==> config.mk <==
export PLATFORM = sky130hd
export DESIGN_NAME = call_request_bank
export DESIGN_NICKNAME = d
export VERILOG_FILES = /design/src/rtl/call_request_bank.sv
export SDC_FILE = /design/constraint.sdc
export NUM_CORES = 1
export LEC_CHECK = 0
export CAP_MARGIN = 20
export CORE_MARGIN = 2
export CORE_UTILIZATION = 30
export CTS_BUF_LIST = sky130_fd_sc_hd__clkbuf_4
export DETAILED_ROUTE_END_ITERATION = 10
export HOLD_SLACK_MARGIN = 0.03
export MAX_ROUTING_LAYER = met4
export PLACE_DENSITY = 0.58
export SLEW_MARGIN = 10
export SYNTH_ARGS = -nofsm -noshare
export SYNTH_HDL_FRONTEND = slang
export SYNTH_SLANG_ARGS = --single-unit
==> constraint.sdc <==
create_clock -name clk -period 11.7 [get_ports clk]
set_clock_uncertainty 0.1 [all_clocks]
set_input_delay 2.34 -clock clk [delete_from_list [all_inputs] [get_ports clk]]
set_output_delay 2.34 -clock clk [all_outputs]
set_load 0.01 [all_outputs]
==> src/rtl/call_request_bank.sv <==
// call_request_bank
//   Latches hall up/down calls and car calls for an 8-floor elevator, holds
//   each one until the car serves it, tracks the service direction
//   (IDLE/UP/DN) and registers the next target floor for the motion
//   controller.
//
// Ports
//   clk, rst         single clock, synchronous active-high reset
//   btup[7:1]        hall up buttons (level)
//   btdn[8:2]        hall down buttons (level)
//   in_bt_floor[8:1] car buttons (level)
//   cur_floor[3:0]   current floor, legal 1..8
//   serve_stb        one-cycle pulse when the door opens at cur_floor
//   door_open        door currently open
//   reg_btup/reg_btdn/reg_in_bt_floor  latched requests
//   req_above/req_below/req_here       any latched request relative to cur_floor
//   dir_up/dir_dn    direction state, both low = IDLE
//   tgt_floor/tgt_valid                next target floor (0 when invalid)
//
// Build option
//   CALL_DEBOUNCE_EN : when defined, every button bit must be high for
//   DEB_CYCLES consecutive samples before it counts as a press.
module call_request_bank #(
  parameter int unsigned DEB_CYCLES = 4
) (
  input  logic       clk,
  input  logic       rst,
  input  logic [7:1] btup,
  input  logic [8:2] btdn,
  input  logic [8:1] in_bt_floor,
  input  logic [3:0] cur_floor,
  input  logic       serve_stb,
  input  logic       door_open,
  output logic [7:1] reg_btup,
  output logic [8:2] reg_btdn,
  output logic [8:1] reg_in_bt_floor,
  output logic       req_above,
  output logic       req_below,
  output logic       req_here,
  output logic       dir_up,
  output logic       dir_dn,
  output logic [3:0] tgt_floor,
  output logic       tgt_valid
);

  if (DEB_CYCLES == 0 || DEB_CYCLES > 15) begin : g_deb_range
    $error("DEB_CYCLES must be within 1..15");
  end

  typedef enum logic [1:0] {ST_IDLE = 2'd0, ST_UP = 2'd1, ST_DN = 2'd2} state_e;

  localparam int NBTN = 22;

  // All 22 buttons in one vector: [6:0] up 1..7, [13:7] down 2..8, [21:14] car 1..8
  logic [NBTN-1:0] btn_raw;
  logic [NBTN-1:0] lvl_d, lvl_q;
  logic [NBTN-1:0] prev_d, prev_q;
  logic [NBTN-1:0] press;

  assign btn_raw = {in_bt_floor, btdn, btup};

`ifdef CALL_DEBOUNCE_EN
  localparam logic [3:0] DEB = 4'(DEB_CYCLES);
  logic [NBTN-1:0][3:0] cnt_d, cnt_q;

  // Count consecutive high samples, saturating at DEB. The accepted level
  // rises on the sample that completes the run and drops on any low sample,
  // so the edge detector below re-arms only after release.
  always_comb begin
    cnt_d = cnt_q;
    lvl_d = '0;
    for (int i = 0; i < NBTN; i++) begin
      if (!btn_raw[i])         cnt_d[i] = 4'd0;
      else if (cnt_q[i] != DEB) cnt_d[i] = cnt_q[i] + 4'd1;
      lvl_d[i] = (cnt_d[i] == DEB);
    end
  end
`else
  always_comb lvl_d = btn_raw;
`endif

  always_comb prev_d = lvl_q;

  // Rising edge of the sampled level: one press per hold.
  assign press = lvl_q & ~prev_q;

  logic [7:1] pr_up;
  logic [8:2] pr_dn;
  logic [8:1] pr_car;
  assign pr_up  = press[6:0];
  assign pr_dn  = press[13:7];
  assign pr_car = press[21:14];

  // Request storage
  logic [7:1] up_d, up_q;
  logic [8:2] dn_d, dn_q;
  logic [8:1] car_d, car_q;
  logic [8:1] up_v, dn_v, any_v;

  assign up_v  = {1'b0, up_q};
  assign dn_v  = {dn_q, 1'b0};
  assign any_v = up_v | dn_v | car_q;

  // Floor-relative view of the latched requests
  logic       fl_ok, serve_ok;
  logic       up_hit, dn_hit, here_hit, up_closer;
  logic [3:0] up_fl, dn_fl, idle_fl;

  always_comb begin
    fl_ok    = (cur_floor >= 4'd1) && (cur_floor <= 4'd8);
    serve_ok = serve_stb && fl_ok;
    up_hit   = 1'b0;
    dn_hit   = 1'b0;
    here_hit = 1'b0;
    up_fl    = 4'd0;
    dn_fl    = 4'd0;
    // Descending scan leaves the nearest floor above in up_fl.
    for (int f = 8; f >= 1; f--) begin
      if (fl_ok && any_v[f] && (4'(f) > cur_floor)) begin
        up_hit = 1'b1;
        up_fl  = 4'(f);
      end
    end
    // Ascending scan leaves the nearest floor below in dn_fl.
    for (int f = 1; f <= 8; f++) begin
      if (fl_ok && any_v[f] && (4'(f) < cur_floor)) begin
        dn_hit = 1'b1;
        dn_fl  = 4'(f);
      end
      if (fl_ok && any_v[f] && (4'(f) == cur_floor)) here_hit = 1'b1;
    end
    // Strictly closer above wins; an equal distance resolves downward.
    up_closer = (up_fl - cur_floor) < (cur_floor - dn_fl);
    if (here_hit)              idle_fl = cur_floor;
    else if (up_hit && dn_hit) idle_fl = up_closer ? up_fl : dn_fl;
    else if (up_hit)           idle_fl = up_fl;
    else                       idle_fl = dn_fl;
  end

  assign req_above = up_hit;
  assign req_below = dn_hit;
  assign req_here  = here_hit;

  state_e state_d, state_q;

  // Set, then clear: a serve in the same cycle as a press on the same bit wins.
  always_comb begin
    up_d  = up_q;
    dn_d  = dn_q;
    car_d = car_q;

    // Presses at the open door's floor are absorbed when the car will serve
    // them right now: car calls always, hall calls matching the direction,
    // and any hall call while idle.
    for (int f = 1; f <= 7; f++)
      if (pr_up[f] && !(door_open && cur_floor == 4'(f) && state_q != ST_DN))
        up_d[f] = 1'b1;
    for (int f = 2; f <= 8; f++)
      if (pr_dn[f] && !(door_open && cur_floor == 4'(f) && state_q != ST_UP))
        dn_d[f] = 1'b1;
    for (int f = 1; f <= 8; f++)
      if (pr_car[f] && !(door_open && cur_floor == 4'(f)))
        car_d[f] = 1'b1;

    if (serve_ok) begin
      for (int f = 1; f <= 8; f++)
        if (cur_floor == 4'(f)) car_d[f] = 1'b0;
      // Opposite-direction hall call at f clears only on turnaround.
      for (int f = 1; f <= 7; f++)
        if (cur_floor == 4'(f) && (state_q != ST_DN || !dn_hit)) up_d[f] = 1'b0;
      for (int f = 2; f <= 8; f++)
        if (cur_floor == 4'(f) && (state_q != ST_UP || !up_hit)) dn_d[f] = 1'b0;
    end
  end

  // Direction
  always_comb begin
    state_d = state_q;
    case (state_q)
      ST_IDLE: begin
        if (up_hit && dn_hit) state_d = up_closer ? ST_UP : ST_DN;
        else if (up_hit)      state_d = ST_UP;
        else if (dn_hit)      state_d = ST_DN;
      end
      ST_UP:   if (serve_ok && !up_hit) state_d = dn_hit ? ST_DN : ST_IDLE;
      ST_DN:   if (serve_ok && !dn_hit) state_d = up_hit ? ST_UP : ST_IDLE;
      default: state_d = ST_IDLE;
    endcase
  end

  // Target: keep going in the current direction; with nothing left that way
  // (or when idle) fall back to the nearest request anywhere.
  logic [3:0] tgt_floor_d, tgt_floor_q;
  logic       tgt_valid_d, tgt_valid_q;
  logic       dir_up_d, dir_up_q, dir_dn_d, dir_dn_q;

  always_comb begin
    if (!fl_ok)                         tgt_floor_d = 4'd0;
    else if (state_q == ST_UP && up_hit) tgt_floor_d = up_fl;
    else if (state_q == ST_DN && dn_hit) tgt_floor_d = dn_fl;
    else                                tgt_floor_d = idle_fl;
    tgt_valid_d = (tgt_floor_d != 4'd0);
    dir_up_d    = (state_d == ST_UP);
    dir_dn_d    = (state_d == ST_DN);
  end

  always_ff @(posedge clk) begin
    if (rst) begin
      lvl_q       <= '0;
      prev_q      <= '0;
      up_q        <= '0;
      dn_q        <= '0;
      car_q       <= '0;
      state_q     <= ST_IDLE;
      dir_up_q    <= 1'b0;
      dir_dn_q    <= 1'b0;
      tgt_floor_q <= 4'd0;
      tgt_valid_q <= 1'b0;
`ifdef CALL_DEBOUNCE_EN
      cnt_q       <= '0;
`endif
    end else begin
      lvl_q       <= lvl_d;
      prev_q      <= prev_d;
      up_q        <= up_d;
      dn_q        <= dn_d;
      car_q       <= car_d;
      state_q     <= state_d;
      dir_up_q    <= dir_up_d;
      dir_dn_q    <= dir_dn_d;
      tgt_floor_q <= tgt_floor_d;
      tgt_valid_q <= tgt_valid_d;
`ifdef CALL_DEBOUNCE_EN
      cnt_q       <= cnt_d;
`endif
    end
  end

  assign reg_btup        = up_q;
  assign reg_btdn        = dn_q;
  assign reg_in_bt_floor = car_q;
  assign dir_up          = dir_up_q;
  assign dir_dn          = dir_dn_q;
  assign tgt_floor       = tgt_floor_q;
  assign tgt_valid       = tgt_valid_q;

endmodule

==> results of run 1 <==
==> final cells by class <==
cell class | count | area (um^2) | area share (%)
Timing Repair Buffer | 62 | 613 | 13.6
Sequential cell | 75 | 1500 | 33.4
Inverter | 29 | 109 | 2.42
Clock inverter | 7 | 105 | 2.34
Multi-Input combinational cell | 294 | 1910 | 42.6
Clock buffer | 9 | 67.6 | 1.50
Tap cell | 147 | 184 | 4.09
==> logic make-up after synthesis <==
| family | synth area share [%] |
|---|---|
| buffers and inverters | 5.83 |
| AO/OA/AOI/OAI | 20.4 |
| XOR/XNOR | 1.21 |
| flip-flops | 41.4 |
| AND/OR/NAND/NOR | 26.9 |
| adder cells (fa/ha/maj) | 4.21 |
==> placed cells by master, fill, tap and decap left out, types with 3 or more instances in the layout <==
cell / instances
inv_6: 3
nand2b_1: 6
o22ai_1: 4
nor3_2: 3
nand3_1: 12
nor3b_1: 8
clkdlybuf4s50_1: 60
or2_2: 3
nor2_1: 37
o211ai_1: 4
o21ai_0: 11
a31oi_1: 20
inv_1: 28
a21oi_1: 8
nand2_1: 29
dfxtp_1: 75
a32oi_1: 3
a211oi_1: 19
a21boi_0: 3
clkbuf_4: 9
a21o_1: 4
nor2b_1: 47
xnor2_1: 4
or3_1: 5
ha_1: 9
and2_1: 3
nor3_1: 16
==> per-stage QoR <==
stage / instance area (um^2) / instances / util (%) / total power [mW]
after floorplan: 3620 / 420 / - / 0.407
after global placement: 4320 / 607 / 36.3 / 0.475
after detailed placement: 4320 / 607 / 36.3 / 0.475
after CTS: 4490 / 623 / 37.7 / 0.665
after global routing: 4490 / 623 / 37.7 / 0.693
final: 4490 / 623 / 37.7 / 0.657
==> metal layers <==
metal / wire length (um) / vias up
met4: 146 / 0
met3: 475 / 14
met5: 0 / -
li1: - / 1588
met1: 4640 / 1523
met2: 4760 / 98
==> path summary, 6_finish.rpt <==
path                                          from         to  slack (ns)
worst max-delay path                  cur_floor[2]   req_here        3.83
worst max register to register  reg_in_bt_floor[4]  tgt_valid        6.85
worst min-delay path                      lvl_q[3]  prev_q[3]        0.37
worst min register to register            lvl_q[3]  prev_q[3]        0.37
==> power by group through the flow <==
stage,Combinational (mW),Sequential [mW],Clock (mW)
2_1_floorplan,0.113,0.294,0
3_3_place_gp,0.183,0.292,0
3_5_place_dp,0.183,0.292,0
4_1_cts,0.183,0.287,0.195
5_1_grt,0.202,0.289,0.202
6_report,0.183,0.286,0.188
==> worst max-delay path: cells and delay by family <==
family / cells / cell delay (ns)
buffers and inverters: 3 / 1.72
and+or+nand+nor: 2 / 0.84
AOI/OAI and AO/OA: 2 / 0.52
==> flip-flops by register name, summed over array words and instances, names as in the netlist <==
signal,flops
lvl_q,22
prev_q,22
reg_in_bt_floor,8
reg_btdn,7
reg_btup,7
tgt_floor,4
state_q,2
dir_dn,1
dir_up,1
tgt_valid,1
==> flow_metrics.tcl, run 1 <==
set metrics [dict create \
    grt_max_degree 73 \
    grt_util_met1_pct 21.0 \
    comb_power_share_pct 27.8 \
    syn_area_um2 3620 \
    die_w_um 114 \
    crit_path_max_incr_delay_ns 0.94 \
    ys_types 58 \
    grt_use_total_pct 16.4 \
    finalSetupTns_ns 0 \
    post_cts_resized 0 \
    power.density_nw_per_um2 146 \
    drv_slew 0 \
    place_congestion 0.892 \
    n_antenna_cell 0 \
    async_reset_ff_share_pct 0 \
    synth_top_area_share_pct 41.4 \
    drc_errors 0 \
    path_cells "clkdlybuf4s50_1, nor2b_1, a32oi_1, o21ai_0, nor3_2, inv_1, clkdlybuf4s50_1" \
    nFillCells 1268 \
    die_y_um 114 \
    first_global_vias 3209 \
    synth_edf_count 0 \
    setup_viol 0 \
    ys.flop_type "dfxtp_1" \
    io_pins 62 \
    io_buffer_count 61 \
    worst_pin_slew_ns 0.918 \
    internal_power_uw 446 \
    rsz0062_at_grt "false" \
    period_share_pct 67.2 \
    final_net_count 512 \
    ys_warn_count 0 \
    core_area_um2 11900 \
    min_path_type "flip-flop to flip-flop" \
    worst_slack_ns 3.83 \
    clk_pin_slew_worst_paths_ns 0.13 \
    synth_top_area_cell "dfxtp_1" \
    p_sw_uw 211 \
    worst-setup-path-type "primary input to primary output" \
    syn_avg_cell_area_um2 8.63 \
    std_cell_rows 40 \
    overflow 0 \
    hold_viol_final 0 \
    start_util_pct 30.4 \
    switching_share_pct 32.1 \
    cap_violations 0 \
    cp_common_cell "clkdlybuf4s50_1" \
    cp-end-kind "primary output" \
    postCtsSetupBuffers 0 \
    hold_depth 1 \
    ctsHoldBuffers 0 \
    first_pass_iters 5 \
    cts-root-buf "clkbuf_4" \
    synth-seq-cells 75 \
    cts_buffer_depth 2 \
    yosysMostFrequentCell "dfxtp_1" \
    clock.fmax_mhz 127 \
    cts_sinks 75 \
    areaGrowthSynthToFinish_pct 23.9 \
    use_met2_pct 26.4 \
    slew_headroom_pct 38.6 \
    crit_required_ns 9.26 \
    slowest_stage "clkdlybuf4s50_1" \
    pre_cts_ws_ns 3.82 \
    ir_drop_mv 0.0615 \
    syn_nets 461 \
    yosys-top-cells-area "dfxtp_1, nor2b_1, a211oi_1" \
    syn_inst 420 \
    antenna_found_initial 0 \
    dp_hpwl_um 7300 \
    tritoncts "built" \
    clk_latency_ns 0.43 \
    drt-initial-drc-count 157 \
    grt-busiest-layer "met2" \
    drive_above_1_share_pct 7.35 \
    wirelength_um 10000 \
    worst_hold_slack_ns 0.372 \
    synth-seq-area-share_pct 41.4 \
    postRouteAntennaNets 0 \
    numCtsBuffers 9 \
    grt_pass1_wl_um 16200 \
    p_leak_nw 1.65 \
    clkPwrFrac_pct 28.6 \
    path_max_fanout 16 \
    seq_power_share_pct 43.6 \
    vias_per_cell 5.17 \
    h-tree-depth 3 \
    die-area_um2 13000 \
    status "finished, final reports clean" \
    timing.critical_path.from_type "primary input" \
    vias 3223 \
    met3_usage_pct 3.19 \
    arrival_ns 5.43 \
    synth_common_cells "dfxtp_1, nor2b_1, nor2_1, nand2_1, inv_1" \
    r2r_cells 15 \
    timing.final.crit_period_ns 7.87 \
    post_drt_wl_per_cell_um 16.1 \
]
No activity file was read; power rests on OpenSTA's default activity.
==> run 2: changes to the inputs <==
==> constraint.sdc (replaced) <==
create_clock -name clk -period 7.3 [get_ports clk]
set_clock_uncertainty 0.1 [all_clocks]
set_input_delay 1.46 -clock clk [delete_from_list [all_inputs] [get_ports clk]]
set_output_delay 1.46 -clock clk [all_outputs]
set_load 0.01 [all_outputs]
==> run 2 against run 1 <==
Compared with the run above:
- wire length shrank 2.4%
- combinational power grew 61%
- hold slack lost 0.012 ns
- worst setup slack lost 2.7 ns
- first-iteration DRC count grew 7.0%
- clock power grew 36%
- critical endpoint is now tgt_valid
- largest power group unchanged
- highest routed layer unchanged
==> flow_metrics.tcl, run 2 (same netlist as run 1, synthesis figures left out) <==
set metrics [dict create \
    status "finished, final reports clean" \
    arrival_ns 6.35 \
    die_w_um 114 \
    worst_pin_slew_ns 0.720 \
    worst_slack_ns 1.17 \
    wl_met1_um 4440 \
    io_buffer_count 61 \
    place_congestion 0.938 \
    tritoncts "built" \
    clk_latency_ns 0.44 \
    hold_viol_final 0 \
    vias 3259 \
    core_area_um2 11900 \
    crit_buf_inv 4 \
    die-area_um2 13000 \
    path_max_fanout 9 \
    worst-setup-path-type "primary input to flip-flop" \
    p_sw_uw 328 \
    power.density_nw_per_um2 223 \
    clock.fmax_mhz 163 \
    h-tree-depth 3 \
    slew_headroom_pct 52.0 \
    io_pins 62 \
    dpl-instance-area_um2 4380 \
    cts_buffer_depth 2 \
    clkPwrFrac_pct 25.4 \
    timing.final.crit_period_ns 6.13 \
    cts_sinks 75 \
    final_cell_mix "dfxtp_1, clkdlybuf4s50_1, nor2b_1" \
    path_cells "clkdlybuf4s50_1, buf_4, nor4b_2, buf_4, a211o_1, o22ai_1, a32oi_1, ha_1, inv_1, fa_1, ha_1, a21o_1, a211oi_1, nor2_1, o21ai_0, a221oi_2, o221a_2, or4_1" \
    ir_drop_mv 0.0813 \
    dp_hpwl_um 7320 \
    post_cts_resized 0 \
    postCtsSetupBuffers 0 \
    rsz0062_at_grt "false" \
    cpLargestDelayFamily "compound AO/OA/AOI/OAI gates" \
    dr.max_layer_used "met4" \
    crit_path_max_incr_delay_ns 0.63 \
    drive_above_1_share_pct 8.68 \
    slowest_stage "clkdlybuf4s50_1" \
    timing.critical_path.from_type "primary input" \
    grt_use_total_pct 16.2 \
    comb_power_share_pct 29.1 \
    ctsHoldBuffers 0 \
    numCtsBuffers 9 \
    std_cell_rows 40 \
    drv_slew 0 \
    internal_power_uw 680 \
    period_share_pct 84.0 \
    cp-end-kind "flip-flop" \
    wl_met2_um 4500 \
    fin_util_pct 37.9 \
    pre_cts_ws_ns 0.749 \
    drt-initial-drc-count 168 \
    finalInstanceArea_um2 4520 \
    first_global_vias 3242 \
    p_leak_nw 1.67 \
    switching_share_pct 32.5 \
    setup_viol 0 \
    cap_violations 0 \
    final_net_count 520 \
    wl_met3_um 608 \
    n_antenna_cell 0 \
    seq_power_share_pct 45.5 \
    first_pass_iters 4 \
    clk_pin_slew_worst_paths_ns 0.13 \
    final_common_cell "dfxtp_1" \
    post_drt_wl_per_cell_um 15.5 \
    cts-root-buf "clkbuf_4" \
    finalSetupTns_ns 0 \
    wirelength_um 9780 \
    min_path_type "flip-flop to flip-flop" \
    die_y_um 114 \
    vias_per_cell 5.16 \
    antenna_found_initial 0 \
    overflow 0 \
    grt_pass1_wl_um 15900 \
    postRouteAntennaNets 0 \
    crit_required_ns 7.52 \
    drc_errors 0 \
    start_util_pct 30.4 \
    areaGrowthSynthToFinish_pct 24.7 \
    grt_max_degree 73 \
]
run 2: changes by cell type in the layout (fill, tap and decap cells not counted):
cell        delta
bufinv_16      -1
clkinvlp_4     +2
clkbuf_4       +1
buf_4          +8
clkinv_1       +1
inv_6          -2
inv_8          -1
run 2: worst paths after layout:
check / slack [ns] / end / cells past startpoint / start
max: 1.17 / tgt_valid / 18 / cur_floor[3]
min: 0.36 / prev_q[20] / 1 / lvl_q[20]
max reg2reg: 2.48 / tgt_valid / 15 / reg_in_bt_floor[4]
min reg2reg: 0.36 / prev_q[20] / 1 / lvl_q[20]
run 2: per-stage QoR:
stage                     power, mW  hold slack [ns]  instances
final                          1.01            0.360        631
after global routing           1.07            0.381        631
after CTS                      1.02            0.363        631
after detailed placement      0.761            0.348        615
after global placement        0.761            0.343        615
after floorplan               0.653            0.329        420
run 2: per-layer routing:
metal | GRT usage (%) | vias to the layer above
met5 | - | -
met4 | 7.64 | 0
met3 | 3.88 | 22
met2 | 25.0 | 110
met1 | 20.0 | 1530
li1 | - | 1597
run 2: layout make-up:
cell class | count | area (um^2)
inverters | 29 | 109
fillers | 1272 | 7390
flip-flops and latches | 75 | 1500
repair buffers | 70 | 673
well taps | 147 | 184
multi-input cells | 294 | 1910
clock inverters | 6 | 65.1
clock buffers | 10 | 75.1
run 2: power by group through the flow:
stage	clock network (mW)	logic, mW	registers [mW]
6_report	0.256	0.294	0.458
5_1_grt	0.283	0.325	0.463
4_1_cts	0.267	0.294	0.459
3_5_place_dp	0	0.293	0.468
3_3_place_gp	0	0.293	0.468
2_1_floorplan	0	0.181	0.471
==> run 3: changes to the inputs <==
==> constraint.sdc (replaced) <==
create_clock -name clk -period 5.89 [get_ports clk]
set_clock_uncertainty 0.1 [all_clocks]
set_input_delay 1.178 -clock clk [delete_from_list [all_inputs] [get_ports clk]]
set_output_delay 1.178 -clock clk [all_outputs]
set_load 0.01 [all_outputs]
==> run 3 against run 2 <==
Compared with the run above:
- hold slack worse by 0.00077 ns
- clock power up 22%
- global-route usage up 0.68 points
- critical path type unchanged
- sequential cell count unchanged
- largest power group unchanged
- combinational power up 30%
- register-to-register slack worse by 1.2 ns
==> flow_metrics.tcl, run 3 (same netlist as run 1, synthesis figures left out) <==
set metrics [dict create \
    cap_violations 0 \
    first_global_vias 3218 \
    multi_input_area_um2 1910 \
    drive_above_1_share_pct 9.98 \
    grt_pass1_wl_um 16600 \
    die_w_um 114 \
    path_max_fanout 12 \
    finalInstanceArea_um2 4600 \
    die-area_um2 13000 \
    drt-initial-drc-count 168 \
    start_util_pct 30.4 \
    clk_pin_slew_worst_paths_ns 0.12 \
    timing.rr.end "tgt_valid" \
    cts_sinks 75 \
    clkPwrFrac_pct 24.7 \
    clock.fmax_mhz 185 \
    overflow 0 \
    crit_buf_inv 5 \
    first_pass_iters 4 \
    status "finished, final reports clean" \
    period_share_pct 91.9 \
    layout.cells.non_filler 639 \
    postCtsSetupBuffers 0 \
    min_path_type "flip-flop to flip-flop" \
    cts_buffer_depth 2 \
    worstSetupStartpoint "cur_floor[2]" \
    final_common_cell "dfxtp_1" \
    tritoncts "built" \
    comb_power_share_pct 30.3 \
    cp-end-kind "flip-flop" \
    final_cell_mix "dfxtp_1, clkdlybuf4s50_1, nor2b_1" \
    timing.final.crit_period_ns 5.41 \
    internal_power_uw 848 \
    p_sw_uw 415 \
    place_congestion 0.957 \
    numCtsBuffers 9 \
    r2r_cells 15 \
    grt_util_met1_pct 21.6 \
    postRouteAntennaNets 0 \
    dpl-instance-area_um2 4460 \
    drv_slew 0 \
    regArea_um2 1500 \
    met3_usage_pct 4.14 \
    setup_viol 0 \
    core_area_um2 11900 \
    power.density_nw_per_um2 275 \
    crit_required_ns 6.12 \
    slowest_stage "or4_1" \
    final_net_count 527 \
    reg2reg_slack_ns 1.27 \
    wirelength_um 10100 \
    path_cells "clkdlybuf4s50_1, buf_4, nor4b_4, o21ai_0, o311ai_0, a221oi_1, inv_1, ha_1, inv_1, fa_1, inv_1, ha_1, a21o_1, a211oi_1, nor2_1, o21ai_0, a221oi_2, o221a_2, or4_1" \
    dp_hpwl_um 7310 \
    grt_use_total_pct 16.9 \
    crit_cells 19 \
    nFillCells 1235 \
    std_cell_rows 40 \
    worst_pin_slew_ns 0.742 \
    finalSetupTns_ns 0 \
    h-tree-depth 3 \
    ctsHoldBuffers 0 \
    post_drt_wl_per_cell_um 15.8 \
    cpLargestDelayFamily "compound AO/OA/AOI/OAI gates" \
    antenna_found_initial 0 \
    seq_power_share_pct 45.0 \
    clk_latency_ns 0.43 \
    slew_headroom_pct 50.2 \
    dp.cells 622 \
    crit_path_max_incr_delay_ns 0.51 \
    io_pins 62 \
    grt_max_degree 73 \
    grt-busiest-layer "met2" \
    vias 3281 \
    worst_slack_ns 0.477 \
    r2r-start "reg_in_bt_floor[4]" \
    cp_common_cell "inv_1" \
    cp-endpoint "tgt_valid" \
    vias_per_cell 5.13 \
    pre_cts_ws_ns 0.0312 \
    post_cts_resized 0 \
    hold_viol_final 0 \
    p_leak_nw 1.72 \
    worst-setup-path-type "primary input to flip-flop" \
    cts-root-buf "clkbuf_4" \
    rsz0062_at_grt "false" \
    switching_share_pct 32.9 \
    use_met2_pct 26.0 \
    ir_drop_mv 0.117 \
    arrival_ns 5.64 \
    die_y_um 114 \
    timing.critical_path.from_type "primary input" \
    areaGrowthSynthToFinish_pct 26.8 \
    io_buffer_count 61 \
    drc_errors 0 \
]
run 3: cell count changes in the layout (fill, tap and decap cells not counted), moves of 2 or more:
cell	change
buf_4	+5
clkinvlp_4	-2
clkinv_4	+2
clkinv_2	+2
buf_12	+2
run 3: area by class of cell:
type                            instances  area share, %
Clock inverter                          7           1.50
Inverter                               29           2.37
Timing Repair Buffer                   77           16.3
Multi-Input combinational cell        294           41.6
Sequential cell                        75           32.7
Tap cell                              147           4.00
Antenna cell                            1         0.0545
Clock buffer                            9           1.47
run 3: routing by layer:
layer  wire (um)  vias up
met1        4720     1542
met2        4640      102
met3         512       19
li1            -     1618
met4         214        0
met5           0        -
run 3: through the flow:
step                total power [mW]  util [%]  hold WS, ns
floorplan                      0.809         -        0.329
global placement               0.960      37.4        0.344
detailed placement             0.962      37.4        0.343
CTS                             1.28      38.6        0.357
global route                    1.35      38.6        0.388
finish                          1.26      38.6        0.359
run 3: power by group through the flow:
stage | clock [mW] | sequential [mW] | combinational [mW]
2_1_floorplan | 0 | 0.584 | 0.225
3_3_place_gp | 0 | 0.580 | 0.380
3_5_place_dp | 0 | 0.580 | 0.382
4_1_cts | 0.324 | 0.569 | 0.384
5_1_grt | 0.350 | 0.574 | 0.422
6_report | 0.312 | 0.568 | 0.383
run 3: worst min path at each step:
stage / start / to / depth (start not counted)
2_1_floorplan: lvl_q[15] / prev_q[15] / 1
3_3_place_gp: lvl_q[16] / prev_q[16] / 1
3_5_place_dp: lvl_q[20] / prev_q[20] / 1
4_1_cts: lvl_q[20] / prev_q[20] / 1
5_1_grt: lvl_q[20] / prev_q[20] / 1
6_report: lvl_q[20] / prev_q[20] / 1
run 3: worst reg2reg max path, delay by kind of cell, from the launching register on:
kind,cells,cell delay [ns]
XOR/XNOR,1,0.10
flip-flops,1,0.36
AO/OA/AOI/OAI,8,2.09
adder cells (fa/ha/maj),2,0.56
AND/OR/NAND/NOR,4,1.32
